File: config.mk
export PLATFORM = sky130hd
export DESIGN_NAME = rob_iq
export DESIGN_NICKNAME = d
export VERILOG_FILES = /design/src/rtl/rob_pkg.sv /design/src/rtl/rob_age_select.sv /design/src/rtl/rob_iq.sv
export SDC_FILE = /design/constraint.sdc
export NUM_CORES = 2
export LEC_CHECK = 0
export ABC_CLOCK_PERIOD_IN_PS = 17400
export CAP_MARGIN = 10
export CORE_UTILIZATION = 55
export DETAILED_ROUTE_END_ITERATION = 10
export PLACE_DENSITY = 0.74
export SYNTH_ARGS = -nofsm -noshare
export SYNTH_HDL_FRONTEND = slang
export SYNTH_SLANG_ARGS = --single-unit
File: constraint.sdc
create_clock -name clk -period 17.4 [get_ports clk]
set_input_delay 3.48 -clock clk [delete_from_list [all_inputs] [get_ports clk]]
set_output_delay 3.48 -clock clk [all_outputs]
set_load 0.02 [all_outputs]
File: src/rtl/rob_pkg.sv
// Shared types and the age-order helper for the reorder buffer / issue queue.
package rob_pkg;

  localparam int unsigned AGE_MAX = 32;
  localparam int unsigned AGE_IW  = 5;

  typedef enum logic [1:0] {
    REGULAR = 2'd0,
    PENDING = 2'd1,
    RECOVER = 2'd2
  } rob_state_t;

  // Per-entry control flags; wide fields live in separate parametrised arrays.
  typedef struct packed {
    logic valid;
    logic issued;
    logic done;
    logic rs1_rdy;
    logic rs2_rdy;
    logic has_rd;
  } rob_entry_t;

  // Rotate so that bit 0 of the result is the entry at head (oldest first).
  function automatic logic [AGE_MAX-1:0] age_rotate(input logic [AGE_MAX-1:0] vec,
                                                    input logic [AGE_IW-1:0]  head,
                                                    input int unsigned        depth);
    logic [AGE_MAX-1:0] rot;
    rot = '0;
    for (int unsigned i = 0; i < AGE_MAX; i++) begin
      if (i < depth) rot[i] = vec[AGE_IW'((32'(head) + i) % depth)];
    end
    return rot;
  endfunction

endpackage

File: src/rtl/rob_age_select.sv
// Oldest-first picker over a circular buffer; also marks entries younger than the pick.
module rob_age_select
  import rob_pkg::*;
#(
  parameter int unsigned DEPTH = 8,
  parameter int unsigned IDX_W = $clog2(DEPTH)
) (
  input  logic [DEPTH-1:0] cand,
  input  logic [IDX_W-1:0] head,
  output logic             found,
  output logic [IDX_W-1:0] idx,
  output logic [DEPTH-1:0] younger
);

  logic [DEPTH-1:0] rot;
  logic [IDX_W-1:0] off;

  always_comb begin
    rot   = DEPTH'(age_rotate(AGE_MAX'(cand), AGE_IW'(head), DEPTH));
    found = 1'b0;
    off   = '0;
    for (int unsigned i = 0; i < DEPTH; i++) begin
      if (rot[i] && !found) begin
        found = 1'b1;
        off   = IDX_W'(i);
      end
    end
    idx     = head + off;
    younger = '0;
    for (int unsigned i = 0; i < DEPTH; i++) begin
      if (found && (IDX_W'(i) > off)) younger[head + IDX_W'(i)] = 1'b1;
    end
  end

endmodule

File: src/rtl/rob_iq.sv
// Reorder buffer with unified issue queue: in-order dispatch/commit, oldest-ready issue,
// commit-driven wakeup and mispredict flush with drain/recovery.
module rob_iq
  import rob_pkg::*;
#(
  parameter int unsigned DEPTH          = 8,
  parameter int unsigned IDX_W          = $clog2(DEPTH),
  parameter int unsigned PR_W           = 7,
  parameter int unsigned AR_W           = 6,
  parameter int unsigned NUM_FU         = 5,
  parameter int unsigned DATA_W         = 32,
  parameter int unsigned PAY_W          = 64,
  parameter bit          DRAIN_ON_FLUSH = 1'b1
) (
  input  logic                      clk,
  input  logic                      rst,
  input  logic                      disp_valid,
  output logic                      disp_ready,
  input  logic [PR_W-1:0]           disp_rs1,
  input  logic [PR_W-1:0]           disp_rs2,
  input  logic                      disp_rs1_rdy,
  input  logic                      disp_rs2_rdy,
  input  logic [PR_W-1:0]           disp_prd_new,
  input  logic [PR_W-1:0]           disp_prd_old,
  input  logic [AR_W-1:0]           disp_ard,
  input  logic                      disp_has_rd,
  input  logic [$clog2(NUM_FU)-1:0] disp_fu,
  input  logic [PAY_W-1:0]          disp_payload,
  input  logic [NUM_FU-1:0]         fu_ready,
  output logic                      iss_valid,
  output logic [IDX_W-1:0]          iss_idx,
  output logic [PR_W-1:0]           iss_rs1,
  output logic [PR_W-1:0]           iss_rs2,
  output logic [$clog2(NUM_FU)-1:0] iss_fu,
  output logic [PAY_W-1:0]          iss_payload,
  input  logic                      wb_valid,
  input  logic [IDX_W-1:0]          wb_idx,
  input  logic [DATA_W-1:0]         wb_data,
  input  logic                      mispredict,
  input  logic [IDX_W-1:0]          mis_idx,
  output logic                      commit,
  output logic [IDX_W-1:0]          commit_idx,
  output logic                      commit_wb_en,
  output logic [PR_W-1:0]           commit_prd_new,
  output logic [PR_W-1:0]           commit_prd_old,
  output logic [AR_W-1:0]           commit_ard,
  output logic [DATA_W-1:0]         commit_data,
  output logic                      recovery,
  output logic [IDX_W-1:0]          rob_tail,
  output logic [IDX_W:0]            rob_count
);

  localparam int unsigned FU_W  = $clog2(NUM_FU);
  localparam int unsigned CNT_W = IDX_W + 1;

  rob_entry_t        ent     [DEPTH];
  logic [PR_W-1:0]   rs1_q   [DEPTH];
  logic [PR_W-1:0]   rs2_q   [DEPTH];
  logic [PR_W-1:0]   prdn_q  [DEPTH];
  logic [PR_W-1:0]   prdo_q  [DEPTH];
  logic [AR_W-1:0]   ard_q   [DEPTH];
  logic [FU_W-1:0]   fu_q    [DEPTH];
  logic [PAY_W-1:0]  pay_q   [DEPTH];
  logic [DATA_W-1:0] data_q  [DEPTH];

  logic [IDX_W-1:0]  head, tail;
  logic [CNT_W-1:0]  count, count_next, squash_n;
  rob_state_t        state;

  logic              full, empty, push;
  logic [DEPTH-1:0]  mis_onehot, flush_younger, flush_mask;
  logic [DEPTH-1:0]  wake1, wake2, cand;
  logic              flush_found, sel_found;
  logic [IDX_W-1:0]  flush_idx, sel_idx;
  logic [DEPTH-1:0]  sel_younger_unused;

  assign rob_tail  = tail;
  assign rob_count = count;

  // Handshake and head-of-buffer commit view.
  always_comb begin
    full           = (count == CNT_W'(DEPTH));
    empty          = (count == '0);
    disp_ready     = (state == REGULAR) && !full && !mispredict;
    push           = disp_valid && disp_ready;
    commit         = ent[head].valid && ent[head].done;
    commit_idx     = head;
    commit_wb_en   = ent[head].has_rd && (ard_q[head] != '0);
    commit_prd_new = prdn_q[head];
    commit_prd_old = prdo_q[head];
    commit_ard     = ard_q[head];
    commit_data    = data_q[head];
    mis_onehot     = '0;
    if (mispredict) mis_onehot[mis_idx] = 1'b1;
  end

  // Wakeup, flush mask, issue candidates and occupancy update.
  always_comb begin
    squash_n = '0;
    for (int unsigned i = 0; i < DEPTH; i++) begin
      wake1[i]      = commit && commit_wb_en && (rs1_q[i] == commit_prd_new);
      wake2[i]      = commit && commit_wb_en && (rs2_q[i] == commit_prd_new);
      flush_mask[i] = flush_younger[i] && ent[i].valid;
      cand[i]       = ent[i].valid && !ent[i].issued && !flush_mask[i]
                      && (ent[i].rs1_rdy || wake1[i]) && (ent[i].rs2_rdy || wake2[i])
                      && (32'(fu_q[i]) < NUM_FU) && fu_ready[fu_q[i]];
      squash_n      = squash_n + CNT_W'(flush_mask[i]);
    end
    count_next = count + CNT_W'(push) - CNT_W'(commit) - squash_n;
  end

  rob_age_select #(.DEPTH(DEPTH), .IDX_W(IDX_W)) u_flush (
    .cand    (mis_onehot),
    .head    (head),
    .found   (flush_found),
    .idx     (flush_idx),
    .younger (flush_younger)
  );

  rob_age_select #(.DEPTH(DEPTH), .IDX_W(IDX_W)) u_sel (
    .cand    (cand),
    .head    (head),
    .found   (sel_found),
    .idx     (sel_idx),
    .younger (sel_younger_unused)
  );

  // Entry storage; later assignments win: flush clear over writeback/issue, commit clear.
  always_ff @(posedge clk) begin
    if (rst) begin
      head        <= '0;
      tail        <= '0;
      count       <= '0;
      iss_valid   <= 1'b0;
      iss_idx     <= '0;
      iss_rs1     <= '0;
      iss_rs2     <= '0;
      iss_fu      <= '0;
      iss_payload <= '0;
      for (int unsigned i = 0; i < DEPTH; i++) ent[i] <= '0;
    end else begin
      count <= count_next;
      for (int unsigned i = 0; i < DEPTH; i++) begin
        if (ent[i].valid && !flush_mask[i]) begin
          if (wake1[i]) ent[i].rs1_rdy <= 1'b1;
          if (wake2[i]) ent[i].rs2_rdy <= 1'b1;
        end
      end
      if (wb_valid && ent[wb_idx].valid && !flush_mask[wb_idx]) begin
        ent[wb_idx].done <= 1'b1;
        data_q[wb_idx]   <= wb_data;
      end
      if (sel_found) begin
        ent[sel_idx].issued <= 1'b1;
        if (!ent[sel_idx].has_rd) ent[sel_idx].done <= 1'b1;
      end
      iss_valid   <= sel_found;
      iss_idx     <= sel_found ? sel_idx : '0;
      iss_rs1     <= sel_found ? rs1_q[sel_idx] : '0;
      iss_rs2     <= sel_found ? rs2_q[sel_idx] : '0;
      iss_fu      <= sel_found ? fu_q[sel_idx] : '0;
      iss_payload <= sel_found ? pay_q[sel_idx] : '0;
      if (commit) begin
        ent[head] <= '0;
        head      <= head + IDX_W'(1);
      end
      for (int unsigned i = 0; i < DEPTH; i++) begin
        if (flush_mask[i]) ent[i] <= '0;
      end
      if (flush_found) begin
        tail <= flush_idx + IDX_W'(1);
      end else if (push) begin
        ent[tail]    <= '{valid: 1'b1, issued: 1'b0, done: 1'b0, rs1_rdy: disp_rs1_rdy,
                          rs2_rdy: disp_rs2_rdy, has_rd: disp_has_rd};
        rs1_q[tail]  <= disp_rs1;
        rs2_q[tail]  <= disp_rs2;
        prdn_q[tail] <= disp_prd_new;
        prdo_q[tail] <= disp_prd_old;
        ard_q[tail]  <= disp_ard;
        fu_q[tail]   <= disp_fu;
        pay_q[tail]  <= disp_payload;
        data_q[tail] <= '0;
        tail         <= tail + IDX_W'(1);
      end
    end
  end

  // Flush sequencing: wait (optionally for drain), one recovery cycle, then resume.
  always_ff @(posedge clk) begin
    if (rst) begin
      state    <= REGULAR;
      recovery <= 1'b0;
    end else begin
      recovery <= 1'b0;
      case (state)
        REGULAR: if (mispredict) state <= PENDING;
        PENDING: begin
          if (!DRAIN_ON_FLUSH || empty) begin
            state    <= RECOVER;
            recovery <= 1'b1;
          end
        end
        RECOVER: state <= REGULAR;
        default: state <= REGULAR;
      endcase
    end
  end

endmodule

==> results.md <==
* Max_cap viols at 0
* Worst-skew pair later-pin latency at 0.74 ns
* R2R depth at 24
* Tightest Hold Check Type: flip-flop to flip-flop
* Post-route antenna net violation count at 0
* Routed wire length at ~150,000 microns
* Total power at between 6000 and 7000 uW
* Leak pwr at between 0.015 and 0.02 uW
* I/O pins at roughly 300
* Top cells by area, synth: edfxtp_1 (48%), dfxtp_1 (15%), mux4_2 (7.4%)
* Yosys warns at 0
* Number of core rows at between 100 and 150
* Hold_buf cts at 0
* # H-tree levels at 3
* Synth-to-Final Area Change at 15.1%
* Post-synthesis sequential area ratio at 0.631
* Synth cell types at slightly below 100
* Syn_nets at around 4,300
* CP required at between 15 and 20 ns
* Rel. slew slack at 0.173
* Via density at 6.29
* Top-count cell post-synth: edfxtp_1
* Commonest cells in the synthesized netlist: edfxtp_1 (824), nand2_1 (804), dfxtp_1 (389), a21oi_1 (360), clkbuf_1 (208)
* Least-Margin Pin Slew at between 1 and 1.5 ns
* Core Area at 92,200 sq um
* Post-DP HPWL at between 80,000 and 90,000 microns
* Reg clk slew, reported paths at about 0.060 ns
* Final Hold Fails at 0
* Total gr overflow at 0
* Initial antenna violation count at 21
* Layout Utilization at 0.644
* Worst setup SP type: input pin
* RSZ-0062 raised after global routing: false
* Hold_ws at 0.453 ns
* Global-route wire length before repair at 216,000 microns
* Residual DRC at 0
* Cts repair resizes at 0
* Number of flops mapped to enable cells by yosys at roughly 820
* Outcome: complete, no violations
* Netlist Area Pre-Place at 51,600 sq um
* WHS Endpoint: data_q[7][17]
* Ys async rst share at 0
* DRT Pass-1 Iters at 7
* Synth area leader: edfxtp_1
* Final setup viols at 0
* DR iter-0 viols at ~4,200
* CTS max path bufs at 3
* CTS Sinks at between 1,000 and 1,500
* Worst Setup End Kind: flip-flop
* Setup CP Type: input pin to flip-flop
* TritonCTS clock tree: done
* Via Count at around 36,000
* Final-report max-slew violation count at 0
* Worst Path Max Fanout at 44
* Largest net degree at the start of global routing at approximately 140
* #FFs+latches synth at between 1,000 and 1,500
* Initial Util at 0.559
* Tmin final at ~12 ns
* Syn Area/Cell at approximately 13 sq um
* Maximum VDD drop at between 90 and 100 uV
* Net count, final at ~4,500
* Capture point of the worst reg-to-reg path: iss_payload[42]
* Number of global-route vias before repair at between 30,000 and 40,000
* Die Span X at roughly 300 microns
* F_max at 0.0841 GHz
* CTS Buf Count at between 100 and 150
* Chip Height at slightly above 300 microns
* Share of post-route cells with drive strength above 1 at 0.126
* Cell count after synthesis at just over 4,000
* Clk_skew at approximately 0.053 ns
* Predominant post-synthesis flop cell: edfxtp_1
* Die ar. at around 95,000 sq um
* R2R setup slack at roughly 7.3 ns
* Crit path DAT at 12.49 ns
* Final Cycle Share at 0.683
* Pwr Density at around 110 nW/um^2
* Drt wl/cell at roughly 26 microns
* CTS root buf: clkbuf_16
* Placer congestion estimate at about 0.95
* Hold Path Origin: data_q[7][17]
* IO Port Bufs at slightly above 300
* Postcts setup bufs at 0
* Min-Delay Path Depth at 2
* Final TNS setup at 0 ns
* Total Routing Usage GR at 0.305
* Top cell type's share of synthesized area at 0.480
## area by class of cell
cell class | count | area [sq um]
fillers | 6931 | 32900
flip-flops and latches | 1213 | 32500
multi-input cells | 2537 | 17500
repair buffers | 364 | 3500
clock buffers | 164 | 3360
well taps | 1243 | 1560
clock inverters | 64 | 622
inverters | 57 | 214
diodes | 15 | 37.5
## state kept, by name, summed over array words and instances, names as in the netlist, named ones only
name         count
pay_q          512
data_q         256
iss_payload     64
prdn_q          56
prdo_q          56
rs1_q           56
rs2_q           56
ard_q           48
ent             48
fu_q            24
iss_rs1          7
iss_rs2          7
rob_count        4
commit_idx       3
iss_fu           3
iss_idx          3
rob_tail         3
state            2
iss_valid        1
recovery         1
## critical path, stage by stage
cell             delay [ns]
clkdlybuf4s50_1        0.75
inv_1                  0.42
nor4_1                 0.15
or3_1                  0.51
a221o_1                0.39
o31ai_1                0.75
nand4_1                0.44
a32oi_1                0.29
o31ai_1                0.09
or4b_1                 0.53
o21bai_1               0.18
o21ai_0                0.11
a21oi_1                0.16
nor3_1                 0.08
a221oi_1               0.27
nor2_1                 0.11
ha_4                   0.70
clkinv_1               0.72
buf_4                  0.47
nor2_4                 0.70
buf_4                  0.50
a221oi_1               0.13
or3_1                  0.37
o221ai_1               0.09
## layer usage
layer,up-vias,wire length (microns),GRT usage
li1,15700,-,-
met1,17600,56800,0.409
met2,1919,68800,0.483
met3,324,15500,0.0702
met4,16,5030,0.120
met5,-,97,0
## how the worst max path moves through the flow
stage                      end  depth (start not counted)  slack, ns  startpoint
2_1_floorplan      ard_q[0][0]                         10       7.74  mispredict
3_3_place_gp    iss_payload[6]                         26       5.21  mispredict
4_1_cts         iss_payload[6]                         26       5.76  mispredict
5_1_grt         iss_payload[6]                         26       5.14  mispredict
3_5_place_dp    iss_payload[6]                         26       5.04  mispredict
6_report       iss_payload[42]                         24       5.51  mispredict
## cell usage in the layout, fill, tap and decap left out, drive strengths merged, types with 55 or more instances in the layout
cell type	synthesis	routed
nand2	804	804
dfxtp	389	389
nor2	101	101
clkdlybuf4s50	0	302
edfxtp	824	824
buf	103	62
nor3	55	55
a21oi	360	360
o21ai	129	129
clkbuf	208	164
a31oi	57	57
mux2i	71	71
mux4	169	169
nand3	116	116
inv	54	56
mux2	75	75
## power by group
part / internal (uW) / switching (uW)
Sequential: 3200 / 59.4
Combinational: 190 / 227
Clock: 1480 / 1110
Total: 4880 / 1390
## kinds of logic after synthesis
logic type                 after synthesis  synth area share
xor gates and xnor gates                78            0.0135
adders and majority gates               26           0.00747
AOI/OAI and AO/OA                      795            0.0960
DFF                                   1213             0.631
buffers and inverters                  368            0.0323
muxes                                  315             0.104
and+or+nand+nor                       1323             0.116
## through the flow
stage	std cells	cell area (sq um)	worst slack, ns
2_1_floorplan	4118	51600	7.74
3_3_place_gp	5414	55300	5.21
3_5_place_dp	5414	55300	5.04
4_1_cts	5642	59300	5.76
5_1_grt	5653	59400	5.14
6_report	5657	59400	5.51
Note: power is estimated with default switching activity, not from simulation.
